<file path="config.mk">
export PLATFORM = sky130hd
export DESIGN_NAME = route_allocator
export DESIGN_NICKNAME = d
export VERILOG_FILES = /design/src/rtl/route_allocator_pkg.sv /design/src/rtl/route_allocator_arb.sv /design/src/rtl/route_allocator.sv
export SDC_FILE = /design/constraint.sdc
export NUM_CORES = 1
export LEC_CHECK = 0
export ABC_AREA = 0
export BUFFER_PORTS_ARGS = -buffer_cell sky130_fd_sc_hd__buf_4
export CORE_ASPECT_RATIO = 1.5
export CORE_UTILIZATION = 35
export CTS_CLUSTER_DIAMETER = 120
export DETAILED_ROUTE_END_ITERATION = 7
export SLEW_MARGIN = 30
export SYNTH_ARGS = -nofsm -noshare
export SYNTH_HDL_FRONTEND = slang
export SYNTH_SLANG_ARGS = --single-unit
</file>
<file path="constraint.sdc">
create_clock -name clk -period 7.9 [get_ports clk]
set_clock_uncertainty 0.15 [all_clocks]
set_input_delay 1.185 -clock clk [delete_from_list [all_inputs] [get_ports clk]]
set_output_delay 1.185 -clock clk [all_outputs]
set_load 0.02 [all_outputs]
</file>
<file path="src/rtl/route_allocator_pkg.sv">
// Shared NoC definitions for the route allocator.
//   port_state_e : per-output reservation state (FREE / LOCKED)
//   DIR_*        : switch port direction indices
//   rr_next      : round-robin successor of an index modulo n
package route_allocator_pkg;

  typedef enum logic {
    PORT_FREE   = 1'b0,
    PORT_LOCKED = 1'b1
  } port_state_e;

  localparam int unsigned DIR_NORTH = 0;
  localparam int unsigned DIR_SOUTH = 1;
  localparam int unsigned DIR_WEST  = 2;
  localparam int unsigned DIR_EAST  = 3;

  // Next pointer position after index idx, wrapping n-1 to 0.
  function automatic int unsigned rr_next(input int unsigned idx, input int unsigned n);
    return (idx + 1) % n;
  endfunction

endpackage

</file>
<file path="src/rtl/route_allocator_arb.sv">
// Round-robin arbiter for one switch output.
// Picks the first asserted request at or after ptr, wrapping N-1 to 0.
//   req   : N-bit request vector
//   ptr   : priority pointer (highest-priority index)
//   gnt_c : one-hot grant (all zero when no request), combinational
//   idx_c : index of the granted request (0 when none), combinational
module rr_arbiter #(
  parameter int unsigned N  = 4,
  parameter int unsigned IW = $clog2(N)
) (
  input  logic [N-1:0]  req,
  input  logic [IW-1:0] ptr,
  output logic [N-1:0]  gnt_c,
  output logic [IW-1:0] idx_c
);

  logic          found;
  logic [IW-1:0] cand;

  // Scan candidates in priority order starting at ptr.
  always_comb begin
    gnt_c = '0;
    idx_c = '0;
    found = 1'b0;
    cand  = '0;
    for (int unsigned k = 0; k < N; k++) begin
      cand = IW'((32'(ptr) + k) % N);
      if (!found && req[cand]) begin
        found       = 1'b1;
        gnt_c[cand] = 1'b1;
        idx_c       = cand;
      end
    end
  end

endmodule

</file>
<file path="src/rtl/route_allocator.sv">
// Route allocator for an N-port switch: reserves one output per input
// with per-output round-robin arbitration.
//   clk, rst  : clock (rising edge), synchronous active-high reset
//   req_valid : per-input route-reserve request
//   req_port  : per-input requested output index (REQUEST_WIDTH each)
//   release_i : per-input tail-flit release ("release" is a reserved word)
//   grant     : one-cycle reservation pulse per input
//   sel       : per-output index of the owning input (0 while free)
//   out_busy  : per-output reserved flag
//   in_locked : per-input "owns an output" flag
module route_allocator
  import route_allocator_pkg::*;
#(
  parameter int unsigned N             = 4,
  parameter int unsigned REQUEST_WIDTH = $clog2(N)
) (
  input  logic                       clk,
  input  logic                       rst,
  input  logic [N-1:0]               req_valid,
  input  logic [N*REQUEST_WIDTH-1:0] req_port,
  input  logic [N-1:0]               release_i,
  output logic [N-1:0]               grant,
  output logic [N*$clog2(N)-1:0]     sel,
  output logic [N-1:0]               out_busy,
  output logic [N-1:0]               in_locked
);

  localparam int unsigned SW = $clog2(N);

  port_state_e   state_q [N];
  port_state_e   state_d [N];
  logic [SW-1:0] owner_q [N];
  logic [SW-1:0] owner_d [N];
  logic [SW-1:0] ptr_q   [N];
  logic [SW-1:0] ptr_d   [N];
  logic [N-1:0]  grant_q, grant_d;
  logic [N-1:0]  in_locked_q, in_locked_d;

  logic [N-1:0]  arb_req [N];
  logic [N-1:0]  arb_gnt [N];
  logic [SW-1:0] arb_idx [N];

  // Eligible requesters per output; a locked output sees no requests.
  always_comb begin
    for (int unsigned o = 0; o < N; o++) begin
      arb_req[o] = '0;
      for (int unsigned i = 0; i < N; i++) begin
        arb_req[o][i] = (state_q[o] == PORT_FREE) && req_valid[i] && !in_locked_q[i] &&
                        (req_port[i*REQUEST_WIDTH +: REQUEST_WIDTH] == REQUEST_WIDTH'(o));
      end
    end
  end

  for (genvar o = 0; o < N; o++) begin : g_arb
    rr_arbiter #(.N(N), .IW(SW)) u_arb (
      .req   (arb_req[o]),
      .ptr   (ptr_q[o]),
      .gnt_c (arb_gnt[o]),
      .idx_c (arb_idx[o])
    );
  end

  // Release frees a locked output; otherwise a free output takes its arbiter winner.
  // A release only clears state this cycle, so regrant can happen one cycle later.
  always_comb begin
    grant_d     = '0;
    in_locked_d = in_locked_q;
    for (int unsigned o = 0; o < N; o++) begin
      state_d[o] = state_q[o];
      owner_d[o] = owner_q[o];
      ptr_d[o]   = ptr_q[o];
      if (state_q[o] == PORT_LOCKED) begin
        if (release_i[owner_q[o]]) begin
          state_d[o]                = PORT_FREE;
          owner_d[o]                = '0;
          in_locked_d[owner_q[o]]   = 1'b0;
        end
      end else if (|arb_gnt[o]) begin
        state_d[o]  = PORT_LOCKED;
        owner_d[o]  = arb_idx[o];
        ptr_d[o]    = SW'(rr_next(32'(arb_idx[o]), N));
        grant_d     = grant_d | arb_gnt[o];
        in_locked_d = in_locked_d | arb_gnt[o];
      end
    end
  end

  // State registers with synchronous reset.
  always_ff @(posedge clk) begin
    if (rst) begin
      grant_q     <= '0;
      in_locked_q <= '0;
      for (int unsigned o = 0; o < N; o++) begin
        state_q[o] <= PORT_FREE;
        owner_q[o] <= '0;
        ptr_q[o]   <= '0;
      end
    end else begin
      grant_q     <= grant_d;
      in_locked_q <= in_locked_d;
      for (int unsigned o = 0; o < N; o++) begin
        state_q[o] <= state_d[o];
        owner_q[o] <= owner_d[o];
        ptr_q[o]   <= ptr_d[o];
      end
    end
  end

  // Owner is held at 0 while free, so sel decodes straight from the flops.
  for (genvar o = 0; o < N; o++) begin : g_out
    assign sel[o*SW +: SW] = owner_q[o];
    assign out_busy[o]     = (state_q[o] == PORT_LOCKED);
  end

  assign grant     = grant_q;
  assign in_locked = in_locked_q;

endmodule

</file>
==> results of run 1 <==
## how the worst max path moves through the flow
stage	start	endpoint	slack (ns)	depth (start not counted)
2_1_floorplan	req_port[6]	owner_q[1][1]	4.40	9
3_3_place_gp	req_port[2]	ptr_q[2][0]	3.62	8
3_5_place_dp	req_port[2]	ptr_q[2][0]	3.54	8
4_1_cts	ptr_q[1][0]	ptr_q[1][0]	3.75	10
5_1_grt	req_port[2]	ptr_q[2][0]	3.71	8
6_report	req_port[7]	owner_q[0][1]	3.91	9
## state kept, by name, indices dropped and copies added (netlist names)
| signal | flops |
|---|---|
| grant | 4 |
| in_locked | 4 |
| owner_q | 8 |
| ptr_q | 8 |
| state_q | 4 |
## area by class of cell
type / count / area (um^2) / area share [%]
Clock buffer: 3 / 75.1 / 1.76
Tap cell: 144 / 180 / 4.22
Timing Repair Buffer: 37 / 278 / 6.50
Clock inverter: 1 / 30.0 / 0.703
Multi-Input combinational cell: 403 / 3050 / 71.4
Inverter: 26 / 97.6 / 2.28
Sequential cell: 28 / 561 / 13.1
## placed cells by master (no fill, tap or decap), types with 4 or more instances in the layout
cell type,netlist,final
nor2_1,40,40
buf_4,4,37
nand2_1,29,29
dfxtp_1,28,28
a21oi_1,26,26
inv_1,24,24
o21ai_0,23,23
ha_1,23,23
mux2i_1,17,17
nor3_1,12,12
o221ai_1,10,10
nand3_1,10,10
nor2b_1,10,10
a211oi_1,9,9
nand2b_1,9,9
nor4_1,9,9
and3_1,9,9
nand4bb_1,7,7
and2_1,7,7
a31oi_1,7,7
mux4_2,6,6
o2111ai_1,6,6
nand4b_1,5,5
o21a_1,5,5
a221oi_1,5,5
a311oi_1,5,5
or3_1,4,4
nor4bb_1,5,4
nor4b_1,4,4
o211ai_1,4,4
o22ai_1,4,4
o211a_1,4,4
mux2_1,4,4
## per-stage QoR
stage	setup WS (ns)	std cells	utilization [%]	hold slack, ns
after detailed placement	3.54	638	39.2	0.435
after global routing	3.71	642	40.4	0.501
after global placement	3.62	638	39.2	0.433
after CTS	3.75	642	40.2	0.465
after floorplan	4.40	482	-	0.411
final	3.91	642	40.4	0.462
## critical path: cells and delay by family
kind / cells / cell delay (ns)
simple gates: 3 / 1.22
buf+inv: 1 / 0.14
mux: 1 / 0.31
compound gates: 4 / 1.18
## metal layers
layer | up-vias | global-route usage (%)
met5 | - | 0
met4 | 0 | 12.1
met3 | 32 | 3.10
met2 | 157 | 36.9
met1 | 1904 | 25.1
li1 | 1931 | -
## where the power goes
| group | leakage, nW | total, mW | switching, mW | internal, mW |
|---|---|---|---|---|
| registers | 0.231 | 0.322 | 0.130 | 0.192 |
| clock network | 0.0511 | 0.159 | 0.0577 | 0.101 |
| logic | 1.31 | 0.884 | 0.512 | 0.372 |
## cell families after synthesis
family,count (synthesis)
AO/OA/AOI/OAI,153
buffers and inverters,51
adder cells (fa/ha/maj),23
multiplexers,29
AND/OR/NAND/NOR,194
XOR/XNOR,4
flip-flops,28
==> out/metrics.yaml, run 1 <==
outcome:
  status: "finished, final reports clean"
floorplanning:
  placementRows: 46
  die_h_um: 130
  die_area_um2: 11300
  die_w_um: 87.3
  ios: 38
  start_util_pct: 36.1
  core-area_um2: 10600
logic_synthesis:
  muxShareOfSynthArea_pct: 9.86
  synth_cell_types: 90
  synth-compound-area-share_pct: 29.9
  yosysWarnings: 0
  synthAdderAreaFrac_pct: 7.53
  synth_most_common_cell: "nor2_1"
  synth_top_family_by_area: "simple AND/OR/NAND/NOR gates"
  synth_area_per_cell_um2: 7.93
  syn_nets: 523
  synth_top_area_share_pct: 14.7
  ys_ff_latch: 28
  synth_area_leaders: "dfxtp_1, ha_1, mux2i_1"
  yosys.area.top_type: "dfxtp_1"
  synth_edf_count: 0
  synthCells: 482
  synth_top_cells_by_count: "nor2_1, nand2_1, dfxtp_1"
  synth-seq-area-share_pct: 14.7
  synth_async_sr_flop_share_pct: 0
  syn_area_um2: 3820
  synth-simple-area-share_pct: 31.3
  synth_xor_area_share_pct: 0.917
  synth_top_flop_cell: "dfxtp_1"
sta:
  final_max_slew_viol_count: 0
  hold_violations: 0
  final.period_utilization_pct: 50.4
  setup_viol: 0
  max_clock_freq_mhz: 251
  rsz0062_at_grt: "false"
  tns_ns: 0
  tightest_slew_ns: 0.972
  finalCriticalPeriod_ns: 3.99
  slew_headroom_pct: 34.3
detailed_routing:
  wl_met3_um: 689
  wl_mm: 12.2
  route.detailed.drc: 0
  wl_per_cell_um: 19.0
  met2_length_mm: 5.98
  drt-met1-wl_mm: 4.96
  avgViaCountPerCell: 6.27
  vias: 4024
  first_iter_violations: 320
  first_pass_iters: 7
  highest_layer: "met4"
  ant_nets: 0
setup_path:
  start_kind: "input port"
  slowest_delay_ns: 0.84
  critical_path.endpoint_type: "flop"
  cp.arrival_ns: 4.05
  worstPathRequired_ns: 7.96
  reg2reg_slack_ns: 3.95
  timing.rr.start: "ptr_q[1][0]"
  worstReg2RegEnd: "ptr_q[1][0]"
  crit_fanout: 8
  critical_path_class: "input port to flop"
  r2r_cells: 10
  crit_chain: "buf_4, nor4b_1, a221oi_1, a31o_1, a31oi_1, o211a_1, and4_4, mux2_4, nor2_2"
  crit_slowest_cell: "nor4b_1"
clock_tree:
  postCtsSetupBuffers: 0
  worstSkewPairLatency_ns: 0.28
  post_cts_resized: 0
  cts_buffer_depth: 2
  cts_tree: "built"
  cts_buffers: 3
  cts_hold_buffers: 0
  cts_sinks: 28
  htreeDepth: 1
  path_clk_slew_ns: 0.08
  cts_root_buf: "clkbuf_16"
global_route:
  antenna_found_initial: 0
  grt_max_degree: 32
  track_usage_pct: 21.4
  grt_pass1_vias: 3818
  grt-ovfl-total: 0
  grt_pass1_wl_mm: 19.3
placed_design:
  port_buffers: 37
  place_area_um2: 4150
  dp_hpwl_mm: 9.36
  gp_congestion: 0.941
final_layout:
  diodes: 0
  layout-drive-gt1-share_pct: 15.3
  fin_area_um2: 4270
  fill_cells: 1128
  nets: 540
  area_delta_synth_final_pct: 11.9
pwr:
  total_power_mw: 1.37
  p_leak_nw: 1.59
  peakVddDrop_uv: 130
  power_density_nw_per_um2: 319
min_path:
  hold_path.startpoint: "owner_q[2][1]"
  worstHoldPathCells: 2
  min_to: "owner_q[2][1]"
  min-delay-path-class: "flop to flop"
job:
  max_cap_viol_count: 0
Power figures use the tool's default switching activity.
==> run 2, diff against run 1 <==
==> constraint.sdc (replaced) <==
create_clock -name clk -period 3.6 [get_ports clk]
set_clock_uncertainty 0.15 [all_clocks]
set_input_delay 0.54 -clock clk [delete_from_list [all_inputs] [get_ports clk]]
set_output_delay 0.54 -clock clk [all_outputs]
set_load 0.02 [all_outputs]
==> run 2 against run 1 <==
Effect of this change:
- worst setup slack lost 3.7 ns
- first-iteration DRC count grew 8.4%
- final cell count grew 3.1%
- global-route usage grew 0.55 points
- utilization grew 1.3 points
- critical path type is now flop to flop
- largest power group unchanged
==> out/metrics.yaml, run 2 (same netlist as run 1, synthesis figures left out) <==
detailed_routing:
  route.detailed.drc: 0
  wl_mm: 12.5
  avgViaCountPerCell: 6.34
  first_pass_iters: 5
  first_iter_violations: 347
  vias: 4194
  ant_nets: 0
  wl_per_cell_um: 18.9
outcome:
  status: "finished, final reports clean"
setup_path:
  r2r_cells: 10
  worstPathRequired_ns: 3.67
  slowest_delay_ns: 0.52
  reg2reg_slack_ns: 0.19
  path_common_cell: "mux2i_1"
  cp.arrival_ns: 3.48
  critical_path_class: "flop to flop"
  crit_chain: "inv_1, ha_1, mux2i_1, a22oi_1, mux2i_1, o221ai_1, nor4bb_1, buf_4, mux2_1, nor2_1"
  crit_slowest_cell: "a22oi_1"
  crit_fanout: 9
  worstReg2RegEnd: "ptr_q[2][0]"
  critical_path.endpoint_type: "flop"
  start_kind: "flop"
  timing.rr.start: "ptr_q[2][1]"
final_layout:
  multi_input_area_um2: 3040
  diodes: 0
  area_delta_synth_final_pct: 15.4
  fin_area_um2: 4410
  regArea_um2: 561
  fill_cells: 1107
  largestRegisters: "owner_q x8, ptr_q x8"
  final_cell_mix: "buf_4, nor2_1, nand2_1"
  fin_cells: 662
  nets: 560
  final_common_cell: "buf_4"
  layout-drive-gt1-share_pct: 18.3
pwr:
  p_sw_mw: 1.55
  p_leak_nw: 1.69
  power_density_nw_per_um2: 700
  swShare_pct: 50.2
  clkPwrFrac_pct: 11.2
  peakVddDrop_uv: 297
  combPwrFrac_pct: 69.1
  pwr-share-seq_pct: 19.7
  p_int_mw: 1.54
  total_power_mw: 3.09
clock_tree:
  postCtsSetupBuffers: 0
  cts_hold_buffers: 0
  htreeDepth: 1
  cts_buffers: 3
  worstSkewPairLatency_ns: 0.27
  cts_tree: "built"
  post_cts_resized: 0
  path_clk_slew_ns: 0.07
  cts_root_buf: "clkbuf_16"
  cts_sinks: 28
  cts_buffer_depth: 2
min_path:
  min_to: "owner_q[1][0]"
  hold_path.startpoint: "owner_q[1][0]"
  worstHoldPathCells: 2
  min-delay-path-class: "flop to flop"
placed_design:
  dp_hpwl_mm: 9.50
  dp.cells: 658
  port_buffers: 37
  place_area_um2: 4300
  gp_congestion: 0.926
floorplanning:
  die_h_um: 130
  ios: 38
  die_w_um: 87.3
  core-area_um2: 10600
  die_area_um2: 11300
  start_util_pct: 36.1
  placementRows: 46
sta:
  final_max_slew_viol_count: 0
  setup_viol: 0
  hold_violations: 0
  rsz0062_at_grt: "false"
  tightest_slew_ns: 0.653
  tns_ns: 0
  finalCriticalPeriod_ns: 3.41
  final.period_utilization_pct: 94.7
  hold_ws_ns: 0.448
  slew_headroom_pct: 56.3
  max_clock_freq_mhz: 293
global_route:
  track_usage_pct: 22.0
  grt_use_met3_pct: 1.14
  grt_util_met2_pct: 38.6
  grt-ovfl-total: 0
  grt_pass1_vias: 3832
  antenna_found_initial: 0
  use_met1_pct: 27.4
  globalRoute.busiestLayer: "met2"
  grt_max_degree: 32
  grt_pass1_wl_mm: 19.6
job:
  max_cap_viol_count: 0
run 2: cell types whose count changed in the layout (fill, tap and decap cells not counted):
cell	delta
nor4_2	+1
buf_4	+20
nor4bb_1	+1
nor4_4	-1
nor4bb_2	-1
run 2: worst max-delay path: cells and delay by family (launching register included):
kind	cells	cell delay [ns]
DFF	1	0.50
AOI/OAI and AO/OA	2	0.70
adders and majority gates	1	0.50
and+or+nand+nor	2	0.39
buffers and inverters	2	0.37
muxes	3	0.74
run 2: worst max-delay path by stage:
stage,from,end,slack [ns],cells after the start
6_report,ptr_q[2][1],ptr_q[2][0],0.19,10
5_1_grt,ptr_q[2][1],ptr_q[2][0],0.005,10
4_1_cts,ptr_q[2][1],ptr_q[2][0],0.18,10
3_5_place_dp,ptr_q[2][1],ptr_q[2][0],0.20,10
3_3_place_gp,ptr_q[2][1],ptr_q[2][0],0.21,10
2_1_floorplan,ptr_q[2][0],ptr_q[2][0],0.28,12
run 2: final cells by class:
type,instances,area share [%]
Clock buffer,3,1.70
Inverter,26,2.21
Multi-Input combinational cell,403,68.9
Timing Repair Buffer,57,9.70
Tap cell,144,4.09
Sequential cell,28,12.7
Clock inverter,1,0.681
run 2: power by group through the flow:
stage | registers, mW | clock network [mW] | logic, mW
6_report | 0.608 | 0.345 | 2.14
5_1_grt | 0.625 | 0.365 | 2.31
4_1_cts | 0.603 | 0.353 | 2.11
3_5_place_dp | 0.610 | 0 | 2.10
3_3_place_gp | 0.607 | 0 | 2.08
2_1_floorplan | 0.622 | 0 | 1.51
run 2: stage by stage:
stage | worst slack (ns) | utilization, %
2_1_floorplan | 0.281 | -
3_3_place_gp | 0.214 | 40.6
3_5_place_dp | 0.196 | 40.6
4_1_cts | 0.184 | 41.6
5_1_grt | 0.00473 | 41.6
6_report | 0.191 | 41.6
run 2: layer usage:
layer | part of all wire [%] | wire [um]
met1 | 43 | 5350
met2 | 49 | 6140
met3 | 5.4 | 670
met4 | 2.8 | 354
met5 | 0 | 0
